===== src/rtl/pipe_pkg.sv =====
// pipe_pkg: shared state encoding and constants for the pipeline register slice.
// Revision 1.0 - initial release.
`default_nettype none

package pipe_pkg;

  localparam int STALL_CNT_W = 16;

  typedef enum logic [1:0] {
    PS_EMPTY = 2'd0,
    PS_ONE   = 2'd1,
    PS_TWO   = 2'd2
  } pipe_state_e;

endpackage

`default_nettype wire


===== src/rtl/pipe_skid_reg_if.sv =====
// pipe_skid_reg_if: valid/ready/data handshake bundle with producer/consumer views.
// Revision 1.0 - initial release.
`default_nettype none

interface pipe_skid_reg_if #(
  parameter int DATA_W = 32
);

  logic              valid;
  logic              ready;
  logic [DATA_W-1:0] data;

  modport master (output valid, output data, input ready);
  modport slave  (input valid, input data, output ready);

endinterface

`default_nettype wire


===== src/rtl/pipe_sat_counter.sv =====
// pipe_sat_counter: up-counter that sticks at all-ones; synchronous active-low reset.
// Revision 1.0 - initial release.
`default_nettype none

module pipe_sat_counter #(
  parameter int WIDTH = 16
) (
  input  wire logic             clk,
  input  wire logic             reset,
  input  wire logic             i_inc,
  output logic [WIDTH-1:0]      o_count
);

  logic [WIDTH-1:0] r_count;

  always_ff @(posedge clk) begin
    if (!reset) begin
      r_count <= '0;
    end else if (i_inc && (r_count != {WIDTH{1'b1}})) begin
      r_count <= r_count + WIDTH'(1);
    end
  end

  assign o_count = r_count;

endmodule

`default_nettype wire


===== src/rtl/pipe_skid_reg.sv =====
// pipe_skid_reg: generic inter-stage register with flush and back-pressure counter.
// Define PIPE_SKID_REG_SKID_EN for the two-entry skid with registered in_ready. Revision 1.0.
`default_nettype none

module pipe_skid_reg
  import pipe_pkg::*;
#(
  parameter int DATA_W          = 32,
  parameter bit CLEAR_ON_BUBBLE = 1'b1
) (
  input  wire logic               clk,
  input  wire logic               reset,
  input  wire logic               flush,
  pipe_skid_reg_if.slave          s_in,
  pipe_skid_reg_if.master         m_out,
  output logic [1:0]              occupancy,
  output logic [STALL_CNT_W-1:0]  stall_cnt
);

  pipe_state_e       r_state;
  pipe_state_e       w_next;
  logic [DATA_W-1:0] r_main;
  logic [DATA_W-1:0] w_main_d;
  logic              w_main_en;
  logic              w_in_ready;
  logic              w_out_valid;
  logic              w_in_fire;
  logic              w_out_fire;

  assign w_out_valid = (r_state != PS_EMPTY);
  assign w_in_fire   = s_in.valid & w_in_ready;
  assign w_out_fire  = w_out_valid & m_out.ready;

`ifdef PIPE_SKID_REG_SKID_EN
  logic [DATA_W-1:0] r_skid;
  logic              r_in_ready;
  logic              w_skid_en;
`endif

  always_comb begin
    w_next    = r_state;
    w_main_en = 1'b0;
    w_main_d  = s_in.data;
`ifdef PIPE_SKID_REG_SKID_EN
    w_skid_en = 1'b0;
`endif
    case (r_state)
      PS_EMPTY: begin
        if (w_in_fire) begin
          w_main_en = 1'b1;
          w_next    = PS_ONE;
        end
      end
      PS_ONE: begin
        if (w_in_fire && w_out_fire) begin
          w_main_en = 1'b1;
`ifdef PIPE_SKID_REG_SKID_EN
        end else if (w_in_fire) begin
          w_skid_en = 1'b1;
          w_next    = PS_TWO;
`endif
        end else if (w_out_fire) begin
          w_next = PS_EMPTY;
        end
      end
`ifdef PIPE_SKID_REG_SKID_EN
      PS_TWO: begin
        // Skid entry is older than anything upstream, so it refills main first.
        if (w_out_fire) begin
          w_main_en = 1'b1;
          w_main_d  = r_skid;
          w_next    = PS_ONE;
        end
      end
`endif
      default: w_next = PS_EMPTY;
    endcase
  end

  always_ff @(posedge clk) begin
    if (!reset) begin
      r_state <= PS_EMPTY;
      r_main  <= '0;
    end else if (flush) begin
      r_state <= PS_EMPTY;
      if (CLEAR_ON_BUBBLE) r_main <= '0;
    end else begin
      r_state <= w_next;
      if (w_main_en) r_main <= w_main_d;
    end
  end

`ifdef PIPE_SKID_REG_SKID_EN
  always_ff @(posedge clk) begin
    if (!reset) begin
      r_skid     <= '0;
      r_in_ready <= 1'b1;
    end else if (flush) begin
      if (CLEAR_ON_BUBBLE) r_skid <= '0;
      r_in_ready <= 1'b1;
    end else begin
      if (w_skid_en) r_skid <= s_in.data;
      r_in_ready <= (w_next != PS_TWO);
    end
  end

  assign w_in_ready = r_in_ready;
`else
  assign w_in_ready = ~w_out_valid | m_out.ready;
`endif

  assign s_in.ready  = w_in_ready;
  assign m_out.valid = w_out_valid;

  generate
    if (CLEAR_ON_BUBBLE) begin : g_clear_bubble
      assign m_out.data = w_out_valid ? r_main : '0;
    end else begin : g_keep_stale
      assign m_out.data = r_main;
    end
  endgenerate

  always_comb begin
    case (r_state)
      PS_ONE:  occupancy = 2'd1;
      PS_TWO:  occupancy = 2'd2;
      default: occupancy = 2'd0;
    endcase
  end

  pipe_sat_counter #(
    .WIDTH (STALL_CNT_W)
  ) u_stall_cnt (
    .clk     (clk),
    .reset   (reset),
    .i_inc   (w_out_valid & ~m_out.ready),
    .o_count (stall_cnt)
  );

endmodule

`default_nettype wire


===== src/flat_wrapper.sv =====
// flat-port wrapper written by rule: the top's interface ports become plain ports
module pipe_skid_reg_flat import pipe_pkg::*;
#(
  parameter int DATA_W          = 32,
  parameter bit CLEAR_ON_BUBBLE = 1'b1
)
  (clk, reset, flush, occupancy, stall_cnt, s_in_valid, s_in_data, s_in_ready, m_out_valid, m_out_data, m_out_ready);
  pipe_skid_reg_if #(.DATA_W(DATA_W)) s_in_i ();
  pipe_skid_reg_if #(.DATA_W(DATA_W)) m_out_i ();
  input  wire logic clk;
  input  wire logic reset;
  input  wire logic flush;
  output logic [1:0] occupancy;
  output logic [STALL_CNT_W-1:0] stall_cnt;
  input wire logic [$bits(s_in_i.valid)-1:0] s_in_valid;
  input wire logic [$bits(s_in_i.data)-1:0] s_in_data;
  output wire logic [$bits(s_in_i.ready)-1:0] s_in_ready;
  output wire logic [$bits(m_out_i.valid)-1:0] m_out_valid;
  output wire logic [$bits(m_out_i.data)-1:0] m_out_data;
  input wire logic [$bits(m_out_i.ready)-1:0] m_out_ready;
  assign s_in_i.valid = s_in_valid;
  assign s_in_i.data = s_in_data;
  assign s_in_ready = s_in_i.ready;
  assign m_out_valid = m_out_i.valid;
  assign m_out_data = m_out_i.data;
  assign m_out_i.ready = m_out_ready;
  pipe_skid_reg #(.DATA_W(DATA_W), .CLEAR_ON_BUBBLE(CLEAR_ON_BUBBLE)) u_core (.clk(clk), .reset(reset), .flush(flush), .s_in(s_in_i), .m_out(m_out_i), .occupancy(occupancy), .stall_cnt(stall_cnt));
endmodule

===== config.mk =====
export PLATFORM = sky130hd
export DESIGN_NAME = pipe_skid_reg_flat
export DESIGN_NICKNAME = d
export VERILOG_FILES = /design/src/rtl/pipe_pkg.sv /design/src/rtl/pipe_skid_reg_if.sv /design/src/rtl/pipe_sat_counter.sv /design/src/rtl/pipe_skid_reg.sv /design/src/flat_wrapper.sv
export SDC_FILE = /design/constraint.sdc
export NUM_CORES = 1
export LEC_CHECK = 0
export ABC_AREA = 1
export CELL_PAD_IN_SITES_DETAIL_PLACEMENT = 1
export CELL_PAD_IN_SITES_GLOBAL_PLACEMENT = 1
export CORE_MARGIN = 2
export CORE_UTILIZATION = 34
export DETAILED_ROUTE_END_ITERATION = 10
export GPL_TIMING_DRIVEN = 1
export PLACE_DENSITY_LB_ADDON = 0.1
export SYNTH_ARGS = -nofsm -noshare
export SYNTH_HDL_FRONTEND = slang
export SYNTH_HIERARCHICAL = 1
export SYNTH_SLANG_ARGS = --single-unit

===== constraint.sdc =====
create_clock -name clk -period 2.7 [get_ports clk]
set_input_delay 0.81 -clock clk [delete_from_list [all_inputs] [get_ports clk]]
set_output_delay 0.81 -clock clk [all_outputs]
set_load 0.02 [all_outputs]

[Word-level counts from Yosys, hierarchy flattened]
Index checks and enable logic that the tools add are counted.
Operators by class
  add/subtract/negate cells: 1
  equality and inequality tests: 6
  mux-type cells: 9
  bitwise gates (word level): 7
  reduce and logical (&&, ||, !) cells: 6
Operators with widths (count)
  $mux 32: 1
  $add 16x1->16 const B: 1
  $ne 16x16->1 const B: 1
  $pmux 2 s2: 2
  $mux 2: 3
  $ne 2x1->1 const B: 2
  $and 1x1->1: 3
  $not 1->1: 3
  $reduce_and 3->1: 1
  $eq 2x1->1 const B: 1
  $eq 2x2->1 const B: 1
  $logic_and 1x1->1: 2
  $logic_not 2->1: 1
  $mux 1: 2
  $ne 2x2->1 const B: 1
  $pmux 1 s2: 1
  $reduce_bool 2->1: 1
  $reduce_or 2->1: 1
  $or 1x1->1: 1
Word-level totals
  register bits after elaboration: 50
  bits of input ports: 37
  logic and storage cells: 32

[Longest topological paths before layout]
Gate-level depths: netlist of the first run.
  depth after elaboration: 7
  depth in mapped cells: 12

[Hierarchy]
The synthesis of the first run kept the hierarchy.
By module, submodules not included
  pipe_skid_reg: times used 1, cells an instance 287, area an instance 1757.9 sq um, sequential area each 660.6 sq um
  pipe_sat_counter: times used 1, cells an instance 149, area an instance 996.0 sq um, sequential area each 320.3 sq um

[Least setup slack after synthesis of the first run]
No wires, ideal clock.
  path kind: input to output
  start: in m_out_ready
  end: out s_in_ready
  arrival time: 1.153 ns
  required time: 1.890 ns
  slack: 0.737 ns
  stages: 4
  buffers on the path: 2
  path through: inv_2 nand2_2 buf_6 buf_6
Between the ends
  cells in the longest elaborated chain, start to end: 1
RTL lines
  start: declaration: line flat_wrapper.sv:20  | input wire logic [$bits(m_out_i.ready)-1:0] m_out_ready;
  $or 1x1->1: line pipe_skid_reg.sv:109  | assign w_in_ready = ~w_out_valid | m_out.ready;
  end: declaration: line flat_wrapper.sv:17  | output wire logic [$bits(s_in_i.ready)-1:0] s_in_ready;
No other way between the ends.

[Final worst setup path of the first run]
Same ends and word-level chain as after synthesis.

==> results.toml, run 1 <==
[worst_setup_path]
critPathBufInv = 3
worst_ep_required_time_ns = 1.89
endpoint_kind = "output pin"
crit_chain = "clkdlybuf4s50_1, inv_2, nand2_2, dlygate4sd2_1"
r2r_setup_slack_ns = 0.89
critPathKind = "in2out"
start_kind = "input pin"
slowest_delay_ns = 0.51
cp_top_family = "buffers and inverters"
crit_fanout = 2
crit_slowest_cell = "clkdlybuf4s50_1"
critPathArrivalTime_ns = 1.76

[synth]
yosys_warnings = 6
syn_area_per_cell_um2 = 6.32
synth_mux_area_share_pct = 0
syn-cell-area_um2 = 2750
synth-simple-area-share_pct = 39.4
postSynthCellCount = 436
synthAdderAreaFrac_pct = 0.454
synth-seq-area-share_pct = 35.6
ys_types = 25
synthXorXnorAreaFrac_pct = 0
synth_nets = 474
synthTopCellsByArea = "dfxtp_1 (36%), nand2_1 (14%), inv_1 (10%)"
yosys.area.top_type_share_pct = 35.6
synth_top_family_by_area = "simple AND/OR/NAND/NOR gates"
ys_ff_latch = 49
synth-compound-area-share_pct = 7.36
synth.largest_area_cell = "dfxtp_1"

[power_and_ir_drop]
powerDensity_nw_per_um2 = 400
vdd_ir_drop_max_mv = 0.165
power_leakage_nw = 1.87

[floorplan]
die_x_um = 94
die_area_um2 = 8840
start_util_pct = 35.3
core-area_um2 = 7810
fp-row-count = 32
die_h_um = 94
io_pins = 89

[finish]
synthToLayoutAreaGrowth_pct = 36.9
nets = 554
final_cell_mix = "nand2_1 (106), clkdlybuf4s50_1 (85), inv_1 (75)"
multiInputGateArea_um2 = 1310
n_antenna_cell = 0
final_common_cell = "nand2_1"
post-route-util_pct = 48.3
drive_above_1_share_pct = 8.32
fillers = 1056
seq_area_um2 = 981

[clock_tree]
clkLatencyLatePin_ns = 0.30
clk_pin_slew_ns = 0.09
htreeDepth = 2
numCtsBuffers = 5
cts-root-buf = "clkbuf_8"
cts_tree = "done"
cts_buffer_depth = 2
clock-sinks = 49

[place]
io_buffers = 87
place_hpwl_um = 5080
place_congestion = 0.824
pre_cts_ws_ns = -0.145

[grt]
grt_pass1_vias = 2739
antenna_found_initial = 0
grtUsageTotal_pct = 16.8
grt_overflow = 0
grt_max_degree = 65
grt_first_pass_wirelength_um = 12100

[sta]
setup_viol = 0
fmax_mhz = 389
slew_headroom_pct = 57.9
fin_ws_ns = 0.129
finalMaxSlewViolations = 0
worstMarginPinSlew_ns = 0.631
post-route-period-util_pct = 95.2
hold_violations = 0
rsz0062_at_grt = "false"
min_period_ns = 2.57
clock_skew_ns = 0.00516

[hold_path]
hold_class = "reg2reg"

[run]
drv_cap = 0

[detailed_routing]
dr_total_vias = 2850
drtIter0Drc = 66
wirelength_um = 7010
first_pass_iters = 4
drc = 0
ant_nets = 0
routed_via_density = 4.60
detail_route.wl_per_cell_um = 11.3

[outcome]
run_status = "finished clean"
[tightest hold or removal path, cell delays in order (launching register included)]
cell,delay (ns)
dfxtp_1,0.34
a21oi_1,0.04
nor2_1,0.08
[cell families (layout without fill, tap and decap cells)]
| family | after synthesis | count (layout) |
|---|---|---|
| AOI/OAI and AO/OA | 40 | 40 |
| adders and majority gates | 1 | 1 |
| and+or+nand+nor | 243 | 243 |
| buffers and inverters | 102 | 183 |
| DFF | 49 | 49 |
| other | 1 | 1 |
[power breakdown]
group,total (W),leakage (nW),internal (W),switching [W]
clock,0.000543,0.0585,0.000302,0.000241
sequential,0.000757,0.399,0.000745,0.0000123
combinational,0.000208,1.41,0.000104,0.000103
[layer usage]
layer  vias up  GRT usage, %  wire length [µm]
met2        59          28.3              3410
met3         9          3.77               315
met5         -             0                 0
met1      1319          21.3              3190
li1       1463             -                 -
met4         0          5.07                96
[state kept, by name (all words and copies together), names as in the netlist]
| signal | count |
|---|---|
| u_core/r_main | 32 |
| u_core/u_stall_cnt/o_count | 16 |
| u_core/r_state | 1 |
[through the flow]
step / setup TNS [ns] / cell area, µm² / hold WS (ns) / power (W) / cells
after detailed placement: -0.145 / 3650 / 0.467 / 0.000985 / 611
final: 0 / 3770 / 0.488 / 0.00151 / 619
after global routing: 0 / 3770 / 0.523 / 0.00159 / 619
after global placement: -0.149 / 3650 / 0.461 / 0.000980 / 611
after floorplan: 0 / 2750 / 0.451 / 0.000902 / 436
after CTS: 0 / 3770 / 0.491 / 0.00154 / 619
[final timing paths]
kind,from,end,cells past startpoint
min reg2reg,u_core/r_main[12],u_core/r_main[12],2
min,u_core/r_main[12],u_core/r_main[12],2
max,m_out_ready,s_in_ready,4
max reg2reg,u_core/r_state[0],u_core/u_stall_cnt/o_count[13],10
[final cells by class]
cell class              instances  share of cell area, %
clock inverters                 1                  0.797
inverters                      76                   7.57
flip-flops and latches         49                   26.0
multi-input cells             285                   34.6
repair buffers                 99                   25.3
well taps                     102                   3.39
clock buffers                   7                   2.29
[Yosys cell counts, drive strengths merged]
cell type  number
nor2           81
buf            21
nand4           3
nor3            1
ha              1
a21oi          39
inv            76
conb            1
nand2         113
nand3          44
o21a            1
or2             1
dfxtp          49
clkbuf          5
[timing repair]
action	CTS	global route
buffers inserted	0	0
hold buffers	0	0
setup endpoints to repair	1	0
resized for setup	1	0
No activity file was read; power rests on OpenSTA's default activity.
==> run 2, diff against run 1 <==
--- a/config.mk
+++ b/config.mk
@@ -17,3 +17,4 @@
 export SYNTH_HDL_FRONTEND = slang
 export SYNTH_HIERARCHICAL = 1
 export SYNTH_SLANG_ARGS = --single-unit
+export TNS_END_PERCENT = 5
==> results of run 2 <==
No change in the layout: final DEF, timing and power equal those of run 1.
